===== src/rtl/fifo_rd_stream_pkg.sv =====
// Shared sizing helpers and constants for the fifo_rd_stream read adapter.
package fifo_rd_stream_pkg;

  localparam int STATS_CNT_W = 32;

  // The two spare slots absorb the words still in flight when the consumer stalls.
  function automatic int buf_depth(input int rd_lat);
    return rd_lat + 2;
  endfunction

  function automatic int occ_width(input int depth);
    return $clog2(depth + 1);
  endfunction

endpackage


===== src/rtl/fifo_rd_stream_buf.sv =====
// Circular landing buffer for fifo_rd_stream: storage, write/read indices and occupancy.
module fifo_rd_stream_buf
  import fifo_rd_stream_pkg::*;
#(
  parameter int DATA_WIDTH = 8,
  parameter int DEPTH      = 3,
  parameter int OCC_W      = occ_width(DEPTH)
) (
  input  logic                  clk,
  input  logic                  resetn,
  input  logic                  push,
  input  logic [DATA_WIDTH-1:0] push_data,
  input  logic                  pop,
  output logic [OCC_W-1:0]      occ,
  output logic                  valid,
  output logic [DATA_WIDTH-1:0] data
);

  localparam int IDX_W = (DEPTH > 1) ? $clog2(DEPTH) : 1;
  localparam logic [IDX_W-1:0] LAST_IDX = IDX_W'(DEPTH - 1);

  logic [DATA_WIDTH-1:0] r_mem [DEPTH];
  logic [IDX_W-1:0]      r_wr_idx;
  logic [IDX_W-1:0]      r_rd_idx;
  logic [OCC_W-1:0]      r_occ;

  // Storage is reset so the output word reads as zero straight out of reset.
  always_ff @(posedge clk or negedge resetn) begin
    if (!resetn) begin
      for (int i = 0; i < DEPTH; i++) begin
        r_mem[i] <= '0;
      end
      r_wr_idx <= '0;
    end else if (push) begin
      r_mem[r_wr_idx] <= push_data;
      r_wr_idx        <= (r_wr_idx == LAST_IDX) ? '0 : r_wr_idx + IDX_W'(1);
    end
  end

  always_ff @(posedge clk or negedge resetn) begin
    if (!resetn) begin
      r_rd_idx <= '0;
    end else if (pop) begin
      r_rd_idx <= (r_rd_idx == LAST_IDX) ? '0 : r_rd_idx + IDX_W'(1);
    end
  end

  always_ff @(posedge clk or negedge resetn) begin
    if (!resetn) begin
      r_occ <= '0;
    end else begin
      case ({push, pop})
        2'b10:   r_occ <= r_occ + OCC_W'(1);
        2'b01:   r_occ <= r_occ - OCC_W'(1);
        default: r_occ <= r_occ;
      endcase
    end
  end

  assign occ   = r_occ;
  assign valid = (r_occ != '0);
  assign data  = r_mem[r_rd_idx];

endmodule


===== src/rtl/fifo_rd_stream.sv =====
// Drains a non-FWFT synchronous FIFO into a valid/ready stream using a read credit scheme.
// Optional statistics counters are built when FIFO_RD_STREAM_STATS_EN is defined.
module fifo_rd_stream
  import fifo_rd_stream_pkg::*;
#(
  parameter int DATA_WIDTH = 8,
  parameter int RD_LAT     = 1
) (
  input  logic                   clk,
  input  logic                   resetn,
  input  logic                   fifo_empty,
  input  logic [DATA_WIDTH-1:0]  fifo_dout,
  output logic                   fifo_rd_en,
  output logic                   m_tvalid,
  output logic [DATA_WIDTH-1:0]  m_tdata,
  input  logic                   m_tready
`ifdef FIFO_RD_STREAM_STATS_EN
  ,
  output logic [STATS_CNT_W-1:0] beat_cnt,
  output logic [STATS_CNT_W-1:0] stall_cnt
`endif
);

  localparam int BUF_DEPTH = buf_depth(RD_LAT);
  localparam int OCC_W     = occ_width(BUF_DEPTH);
  localparam int SUM_W     = OCC_W + 2;

  logic [RD_LAT-1:0] r_rd_pipe;
  logic [OCC_W-1:0]  w_occ;
  logic [SUM_W-1:0]  w_inflight;
  logic              w_credit_ok;
  logic              w_push;
  logic              w_pop;

  always_comb begin
    w_inflight = '0;
    for (int i = 0; i < RD_LAT; i++) begin
      w_inflight = w_inflight + SUM_W'(r_rd_pipe[i]);
    end
  end

  // Credit counts words already landed plus words still travelling through the FIFO read port,
  // so a returning word always finds a free slot and m_tready never reaches the read strobe.
  assign w_credit_ok = (SUM_W'(w_occ) + w_inflight) < SUM_W'(BUF_DEPTH);
  assign fifo_rd_en  = ~fifo_empty & w_credit_ok;

  always_ff @(posedge clk or negedge resetn) begin
    if (!resetn) begin
      r_rd_pipe <= '0;
    end else begin
      r_rd_pipe[0] <= fifo_rd_en;
      for (int i = 1; i < RD_LAT; i++) begin
        r_rd_pipe[i] <= r_rd_pipe[i-1];
      end
    end
  end

  assign w_push = r_rd_pipe[RD_LAT-1];
  assign w_pop  = m_tvalid & m_tready;

  fifo_rd_stream_buf #(
    .DATA_WIDTH(DATA_WIDTH),
    .DEPTH     (BUF_DEPTH),
    .OCC_W     (OCC_W)
  ) u_buf (
    .clk      (clk),
    .resetn   (resetn),
    .push     (w_push),
    .push_data(fifo_dout),
    .pop      (w_pop),
    .occ      (w_occ),
    .valid    (m_tvalid),
    .data     (m_tdata)
  );

`ifdef FIFO_RD_STREAM_STATS_EN
  logic [STATS_CNT_W-1:0] r_beat_cnt;
  logic [STATS_CNT_W-1:0] r_stall_cnt;

  // Beats wrap naturally; stall cycles pin at all-ones so a long stall never reads as short.
  always_ff @(posedge clk or negedge resetn) begin
    if (!resetn) begin
      r_beat_cnt  <= '0;
      r_stall_cnt <= '0;
    end else begin
      if (w_pop) begin
        r_beat_cnt <= r_beat_cnt + STATS_CNT_W'(1);
      end
      if (m_tvalid && !m_tready && (r_stall_cnt != '1)) begin
        r_stall_cnt <= r_stall_cnt + STATS_CNT_W'(1);
      end
    end
  end

  assign beat_cnt  = r_beat_cnt;
  assign stall_cnt = r_stall_cnt;
`endif

endmodule


===== config.mk =====
export PLATFORM = sky130hd
export DESIGN_NAME = fifo_rd_stream
export DESIGN_NICKNAME = d
export VERILOG_FILES = /design/src/rtl/fifo_rd_stream_pkg.sv /design/src/rtl/fifo_rd_stream_buf.sv /design/src/rtl/fifo_rd_stream.sv
export SDC_FILE = /design/constraint.sdc
export NUM_CORES = 1
export LEC_CHECK = 0
export CAP_MARGIN = 20
export CORE_ASPECT_RATIO = 0.7
export CORE_MARGIN = 3
export CORE_UTILIZATION = 56
export DETAILED_ROUTE_END_ITERATION = 6
export PLACE_DENSITY = 0.93
export SLEW_MARGIN = 20
export SYNTH_ARGS = -nofsm -noshare
export SYNTH_HDL_FRONTEND = slang
export SYNTH_SLANG_ARGS = --single-unit

===== constraint.sdc =====
create_clock -name clk -period 3.13 [get_ports clk]
set_clock_uncertainty 0.1 [all_clocks]
set_input_delay 0.4695 -clock clk [delete_from_list [all_inputs] [get_ports clk]]
set_output_delay 0.4695 -clock clk [all_outputs]
set_load 0.005 [all_outputs]

==> results.sh, run 1 <==
export IMPL_ys_ff_latch=31
export IMPL_die_x_um=65.3
export IMPL_worstPathMaxFanout=12
export IMPL_wl_per_cell_um=16.4
export IMPL_diodes=0
export IMPL_period_minus_slack_ns=2.83
export IMPL_synth_edff_count=0
export IMPL_route_detailed_drc=0
export IMPL_drive_above_1_share=0.263
export IMPL_first_pass_iters=4
export IMPL_clockBufferDepth=2
export IMPL_row_count=14
export IMPL_worst_r2r_cell_count=5
export IMPL_ioPinCount=22
export IMPL_core_um2=2240
export IMPL_drt_total_wl_mm=2.70
export IMPL_layout_cells_non_filler=165
export IMPL_grt_pass1_wl_mm=4.48
export IMPL_leakagePower_nw=0.730
export IMPL_synth_top_flop_cell="dfrtp_1"
export IMPL_gp_congestion=0.754
export IMPL_hold_class="reg -> reg"
export IMPL_finalHoldViolCount=0
export IMPL_hold_buffers=0
export IMPL_finalSetupViolCount=0
export IMPL_cpPeakStageDelay_ns=0.60
export IMPL_yosysTopAreaCell="dfrtp_1"
export IMPL_criticalPathCategory="reg -> out"
export IMPL_critPathRequiredTime_ns=2.56
export IMPL_postLayoutCoreUtil=0.752
export IMPL_whs_ns=0.417
export IMPL_grt_overflow=0
export IMPL_yosysWarnings=0
export IMPL_io_buffers=21
export IMPL_die_area_um2=3100
export IMPL_fin_tns_setup_ns=0
export IMPL_ys_top_cells_by_count="dfrtp_1 (31), mux2_2 (24), o21ai_0 (11), nand2_1 (10), mux2i_1 (8)"
export IMPL_crit_slowest_cell="nor2b_1"
export IMPL_reg2reg_to="u_buf.occ[1]$_DFFE_PN0P_"
export IMPL_num_nets_final=147
export IMPL_grt_pass1_vias=945
export IMPL_peakVddDrop_uv=572
export IMPL_antenna_found_initial=0
export IMPL_synthArstFlopShare=1.00
export IMPL_end_kind="output pin"
export IMPL_critPathLaunchType="flop"
export IMPL_path_cells="nor2b_1 -> nand2_1 -> o21ai_0 -> clkdlybuf4s50_1"
export IMPL_syn_area_um2=1380
export IMPL_cts_num_sinks=31
export IMPL_hpwlAfterDp_mm=1.90
export IMPL_chipHeight_um=47.5
export IMPL_slew_viol_final=0
export IMPL_routed_via_density=5.47
export IMPL_status="finished, final reports clean"
export IMPL_synth_nets=122
export IMPL_seq_area_frac_synth=0.564
export IMPL_grt_max_degree=32
export IMPL_syn_area_per_cell_um2=12.9
export IMPL_clkSlewWorstSetupHoldPaths_ns=0.09
export IMPL_place_inst=157
export IMPL_pwr_density_cell_nw_per_um2=1090
export IMPL_yosysTopAreaCellShare=0.564
export IMPL_worstSkewPairLatency_ns=0.32
export IMPL_start_util=0.614
export IMPL_ys_types=21
export IMPL_cts_buffers=5
export IMPL_vias=903
export IMPL_min_from="u_buf.r_mem[8]$_DFFE_PN0P_"
export IMPL_area_growth_pct=22.5
export IMPL_cts_setup_buffers=0
export IMPL_power_mw=1.84
export IMPL_grt_usage=0.204
export IMPL_synthCells=107
export IMPL_critPathArrivalTime_ns=2.26
export IMPL_drtAntennaViolNets=0
export IMPL_worst_pin_slew_ns=0.792
export IMPL_fmax_mhz=354
export IMPL_rrSetupSlack_ns=1.27
export IMPL_rsz0062_at_grt="no"
export IMPL_ys_top_cells_by_area="dfrtp_1 (56%), mux2_2 (20%), mux2i_1 (5.8%)"
export IMPL_whs_path_depth=1
export IMPL_drtIter0Drc=31
export IMPL_cts_root_buf="clkbuf_4"
export IMPL_fin_crit_sh=0.903
export IMPL_cts_max_level=2
export IMPL_cts_resized=0
export IMPL_cts_tree="done"
export IMPL_min_to="u_buf.r_mem[8]$_DFFE_PN0P_"
export IMPL_relSlewSlack=0.469
export IMPL_maxCapViolCount=0
export IMPL_synth_most_common_cell="dfrtp_1"
export IMPL_r2r_start="u_buf.occ[0]$_DFFE_PN0P_"
-- cell usage in the layout (no fill, tap or decap), drive strengths merged --
| cell | instances |
|---|---|
| or2 | 1 |
| mux2i | 8 |
| nor2 | 1 |
| inv | 3 |
| xnor2 | 2 |
| nand3 | 1 |
| clkbuf | 8 |
| clkdlybuf4s50 | 21 |
| o21ai | 11 |
| buf | 1 |
| xor2 | 1 |
| a21o | 2 |
| or3 | 1 |
| nor3 | 2 |
| nor2b | 1 |
| a211oi | 1 |
| dfrtp | 31 |
| ha | 3 |
| nand2 | 10 |
| mux2 | 24 |
-- per-layer routing --
layer  track usage  share of wire  wire length [µm]  vias up
li1              -              -                 -      426
met1         0.254           0.45              1220      446
met2         0.332           0.48              1300       29
met3        0.0798          0.061               166        2
met4        0.0744         0.0033                 9        0
met5             0              0                 0        -
-- flip-flops by register name, indices dropped and copies added, names as in the netlist --
name	count
u_buf.r_mem	24
u_buf.occ	2
u_buf.r_rd_idx	2
u_buf.r_wr_idx	2
r_rd_pipe	1
-- kinds of logic (layout without fill, tap and decap cells) --
logic type      count (synthesis)  in the layout  synth area share
fa+ha+maj                       3              3            0.0273
flops                          31             31             0.564
mux                            32             32             0.255
simple gates                   17             17            0.0582
buf+inv                         7             33            0.0209
xor+xnor                        3              3            0.0191
compound gates                 14             14            0.0564
-- stage by stage --
stage,instance area [µm²],setup WS [ns]
6_report,1690,0.303
5_1_grt,1690,0.0948
4_1_cts,1690,0.317
3_5_place_dp,1620,0.690
3_3_place_gp,1620,0.747
2_1_floorplan,1380,1.40
-- cell type report --
type	count	area, µm²
Sequential cell	31	776
Multi-Input combinational cell	69	572
Fill cell	166	557
Timing Repair Buffer	22	218
Clock buffer	8	68.8
Tap cell	32	40.0
Inverter	3	11.3
-- where the power goes --
group / leakage [nW] / total [mW] / switching [mW] / internal [mW]
Sequential: 0.367 / 0.782 / 0.175 / 0.607
Clock: 0.0386 / 0.261 / 0.129 / 0.132
Combinational: 0.325 / 0.798 / 0.295 / 0.502
Total: 0.730 / 1.84 / 0.599 / 1.24
-- worst max-delay path: cells and delay by family (launching register included) --
kind | cells | cell delay [ns]
AOI/OAI and AO/OA | 1 | 0.12
DFF | 1 | 0.59
and+or+nand+nor | 2 | 0.70
buffers and inverters | 1 | 0.54
-- how the worst max path moves through the flow --
stage                                   from         end  slack (ns)
2_1_floorplan       u_buf.occ[0]$_DFFE_PN0P_  fifo_rd_en        1.40
3_3_place_gp   u_buf.r_rd_idx[0]$_DFFE_PN0P_  m_tdata[3]        0.75
3_5_place_dp   u_buf.r_rd_idx[0]$_DFFE_PN0P_  m_tdata[5]        0.69
4_1_cts        u_buf.r_rd_idx[0]$_DFFE_PN0P_  m_tdata[1]        0.32
5_1_grt        u_buf.r_rd_idx[0]$_DFFE_PN0P_  m_tdata[7]        0.09
6_report       u_buf.r_rd_idx[0]$_DFFE_PN0P_  m_tdata[1]        0.30
(Power assumes the default switching activity.)
==> run 2: changes to the inputs <==
--- a/config.mk
+++ b/config.mk
@@ -5,12 +5,13 @@
 export SDC_FILE = /design/constraint.sdc
 export NUM_CORES = 1
 export LEC_CHECK = 0
+export ABC_CLOCK_PERIOD_IN_PS = 3130
 export CAP_MARGIN = 20
 export CORE_ASPECT_RATIO = 0.7
 export CORE_MARGIN = 3
-export CORE_UTILIZATION = 56
+export CORE_UTILIZATION = 43
 export DETAILED_ROUTE_END_ITERATION = 6
-export PLACE_DENSITY = 0.93
+export PLACE_DENSITY = 0.76
 export SLEW_MARGIN = 20
 export SYNTH_ARGS = -nofsm -noshare
 export SYNTH_HDL_FRONTEND = slang
==> run 2 against run 1 <==
Effect of this change:
- first-iteration DRC count shrank 32%
- critical path type unchanged
- clock power up 32%
- register-to-register slack improved by 0.12 ns
- clock-buffer cell count stayed put
- total power up 4.3%
- largest cell class unchanged
- worst setup slack better by 0.049 ns
- combinational power about the same
- via count down 0.78%
- wire length shrank 2.0%
- flip-flop and latch count is the same
- final cell count up 2.4%
==> results.sh, run 2 (synthesized netlist as in run 1, its figures left out) <==
export IMPL_peakVddDrop_uv=494
export IMPL_drive_above_1_share=0.263
export IMPL_num_nets_final=147
export IMPL_cts_resized=0
export IMPL_worstSkewPairLatency_ns=0.28
export IMPL_post_dp_cell_area_um2=1620
export IMPL_drtAntennaViolNets=0
export IMPL_cts_tree="done"
export IMPL_relSlewSlack=0.459
export IMPL_fin_tns_setup_ns=0
export IMPL_worst_r2r_cell_count=3
export IMPL_power_share_combinational=0.415
export IMPL_core_um2=2920
export IMPL_gp_congestion=0.759
export IMPL_grt_overflow=0
export IMPL_row_count=16
export IMPL_finalSetupViolCount=0
export IMPL_layout_cells_non_filler=169
export IMPL_ioPinCount=22
export IMPL_grt_usage=0.165
export IMPL_min_from="u_buf.r_mem[14]$_DFFE_PN0P_"
export IMPL_clockBufferDepth=2
export IMPL_drt_total_wl_mm=2.65
export IMPL_slew_viol_final=0
export IMPL_critPathRequiredTime_ns=2.56
export IMPL_mostFrequentLayoutCells="dfrtp_1 (31), mux2_2 (24), clkdlybuf4s50_1 (21)"
export IMPL_clkPwrFrac=0.179
export IMPL_power_mw=1.92
export IMPL_maxCapViolCount=0
export IMPL_critPathArrivalTime_ns=2.21
export IMPL_p_sw_uw=607
export IMPL_wl_per_cell_um=15.7
export IMPL_vias=896
export IMPL_area_growth_pct=25.1
export IMPL_largest_register_ffs=24
export IMPL_place_inst=161
export IMPL_grt_pass1_vias=928
export IMPL_die_area_um2=3930
export IMPL_clkSlewWorstSetupHoldPaths_ns=0.06
export IMPL_worst_pin_slew_ns=0.807
export IMPL_rsz0062_at_grt="no"
export IMPL_criticalPathCategory="reg -> out"
export IMPL_hold_class="reg -> reg"
export IMPL_rrSetupSlack_ns=1.39
export IMPL_start_util=0.471
export IMPL_fin_area_um2=1720
export IMPL_pwr_density_cell_nw_per_um2=1120
export IMPL_r2r_start="r_rd_pipe$_DFF_PN0_"
export IMPL_n_fill_cell=224
export IMPL_antenna_found_initial=0
export IMPL_critPathLaunchType="flop"
export IMPL_fmax_mhz=360
export IMPL_hpwlAfterDp_mm=1.89
export IMPL_reg2reg_to="u_buf.r_mem[18]$_DFFE_PN0P_"
export IMPL_io_buffers=21
export IMPL_route_detailed_drc=0
export IMPL_chipHeight_um=53.3
export IMPL_routed_via_density=5.30
export IMPL_grt_max_degree=32
export IMPL_worstPathMaxFanout=12
export IMPL_status="finished, final reports clean"
export IMPL_hold_buffers=0
export IMPL_fin_crit_sh=0.888
export IMPL_end_kind="output pin"
export IMPL_leakagePower_nw=0.743
export IMPL_whs_ns=0.405
export IMPL_final_common_cell="dfrtp_1"
export IMPL_die_x_um=73.6
export IMPL_min_to="u_buf.r_mem[14]$_DFFE_PN0P_"
export IMPL_diodes=0
export IMPL_internal_power_mw=1.31
export IMPL_whs_path_depth=1
export IMPL_grt_pass1_wl_mm=4.64
export IMPL_cts_num_sinks=31
export IMPL_first_pass_iters=4
export IMPL_cts_root_buf="clkbuf_8"
export IMPL_cts_max_level=2
export IMPL_finalHoldViolCount=0
export IMPL_seqPwrFrac=0.406
export IMPL_cts_setup_buffers=0
export IMPL_top_register="u_buf.r_mem"
export IMPL_swShare=0.316
export IMPL_drtIter0Drc=21
export IMPL_cts_buffers=5
export IMPL_period_minus_slack_ns=2.78
## run 2: cell counts in the layout (fill, tap and decap cells not counted)
No cell type changed its count.
## run 2: area by class of cell
| cell class | instances | area, µm² | area share |
|---|---|---|---|
| Tap cell | 36 | 45.0 | 0.0262 |
| Clock buffer | 8 | 100 | 0.0581 |
| Sequential cell | 31 | 776 | 0.451 |
| Multi-Input combinational cell | 69 | 572 | 0.332 |
| Timing Repair Buffer | 22 | 218 | 0.126 |
| Inverter | 3 | 11.3 | 0.00654 |
## run 2: worst max-delay path by stage
| stage | startpoint | to | slack [ns] | cells past startpoint |
|---|---|---|---|---|
| floorplan | u_buf.occ[0]$_DFFE_PN0P_ | fifo_rd_en | 1.40 | 3 |
| global placement | u_buf.r_rd_idx[0]$_DFFE_PN0P_ | m_tdata[6] | 0.77 | 4 |
| detailed placement | u_buf.r_rd_idx[0]$_DFFE_PN0P_ | m_tdata[7] | 0.69 | 4 |
| CTS | u_buf.r_rd_idx[0]$_DFFE_PN0P_ | m_tdata[3] | 0.36 | 4 |
| global route | u_buf.r_rd_idx[0]$_DFFE_PN0P_ | m_tdata[3] | 0.17 | 4 |
| finish | u_buf.r_rd_idx[0]$_DFFE_PN0P_ | m_tdata[7] | 0.35 | 4 |
## run 2: through the flow
stage	setup slack, ns	util
after floorplan	1.40	-
after global placement	0.769	0.555
after detailed placement	0.691	0.555
after CTS	0.357	0.589
after global routing	0.171	0.589
final	0.352	0.589
## run 2: layer usage
metal	GRT usage	vias up	share of wire
li1	-	427	-
met1	0.221	445	0.49
met2	0.240	19	0.44
met3	0.0588	5	0.052
met4	0.0723	0	0.015
met5	0	-	0
## run 2: power by group through the flow
stage                     clock [mW]  combinational [mW]  sequential, mW
after floorplan                    0               0.517           0.704
after global placement             0               0.776           0.778
after detailed placement           0               0.804           0.788
after CTS                      0.350               0.812           0.779
after global routing           0.370               0.888           0.812
final                          0.344               0.796           0.779
## run 2: worst max-delay path, cell delays in order (launching register included)
cell	delay, ns
dfrtp_1	0.58
nor2b_1	0.57
nand2_1	0.11
o21ai_0	0.12
clkdlybuf4s50_1	0.54
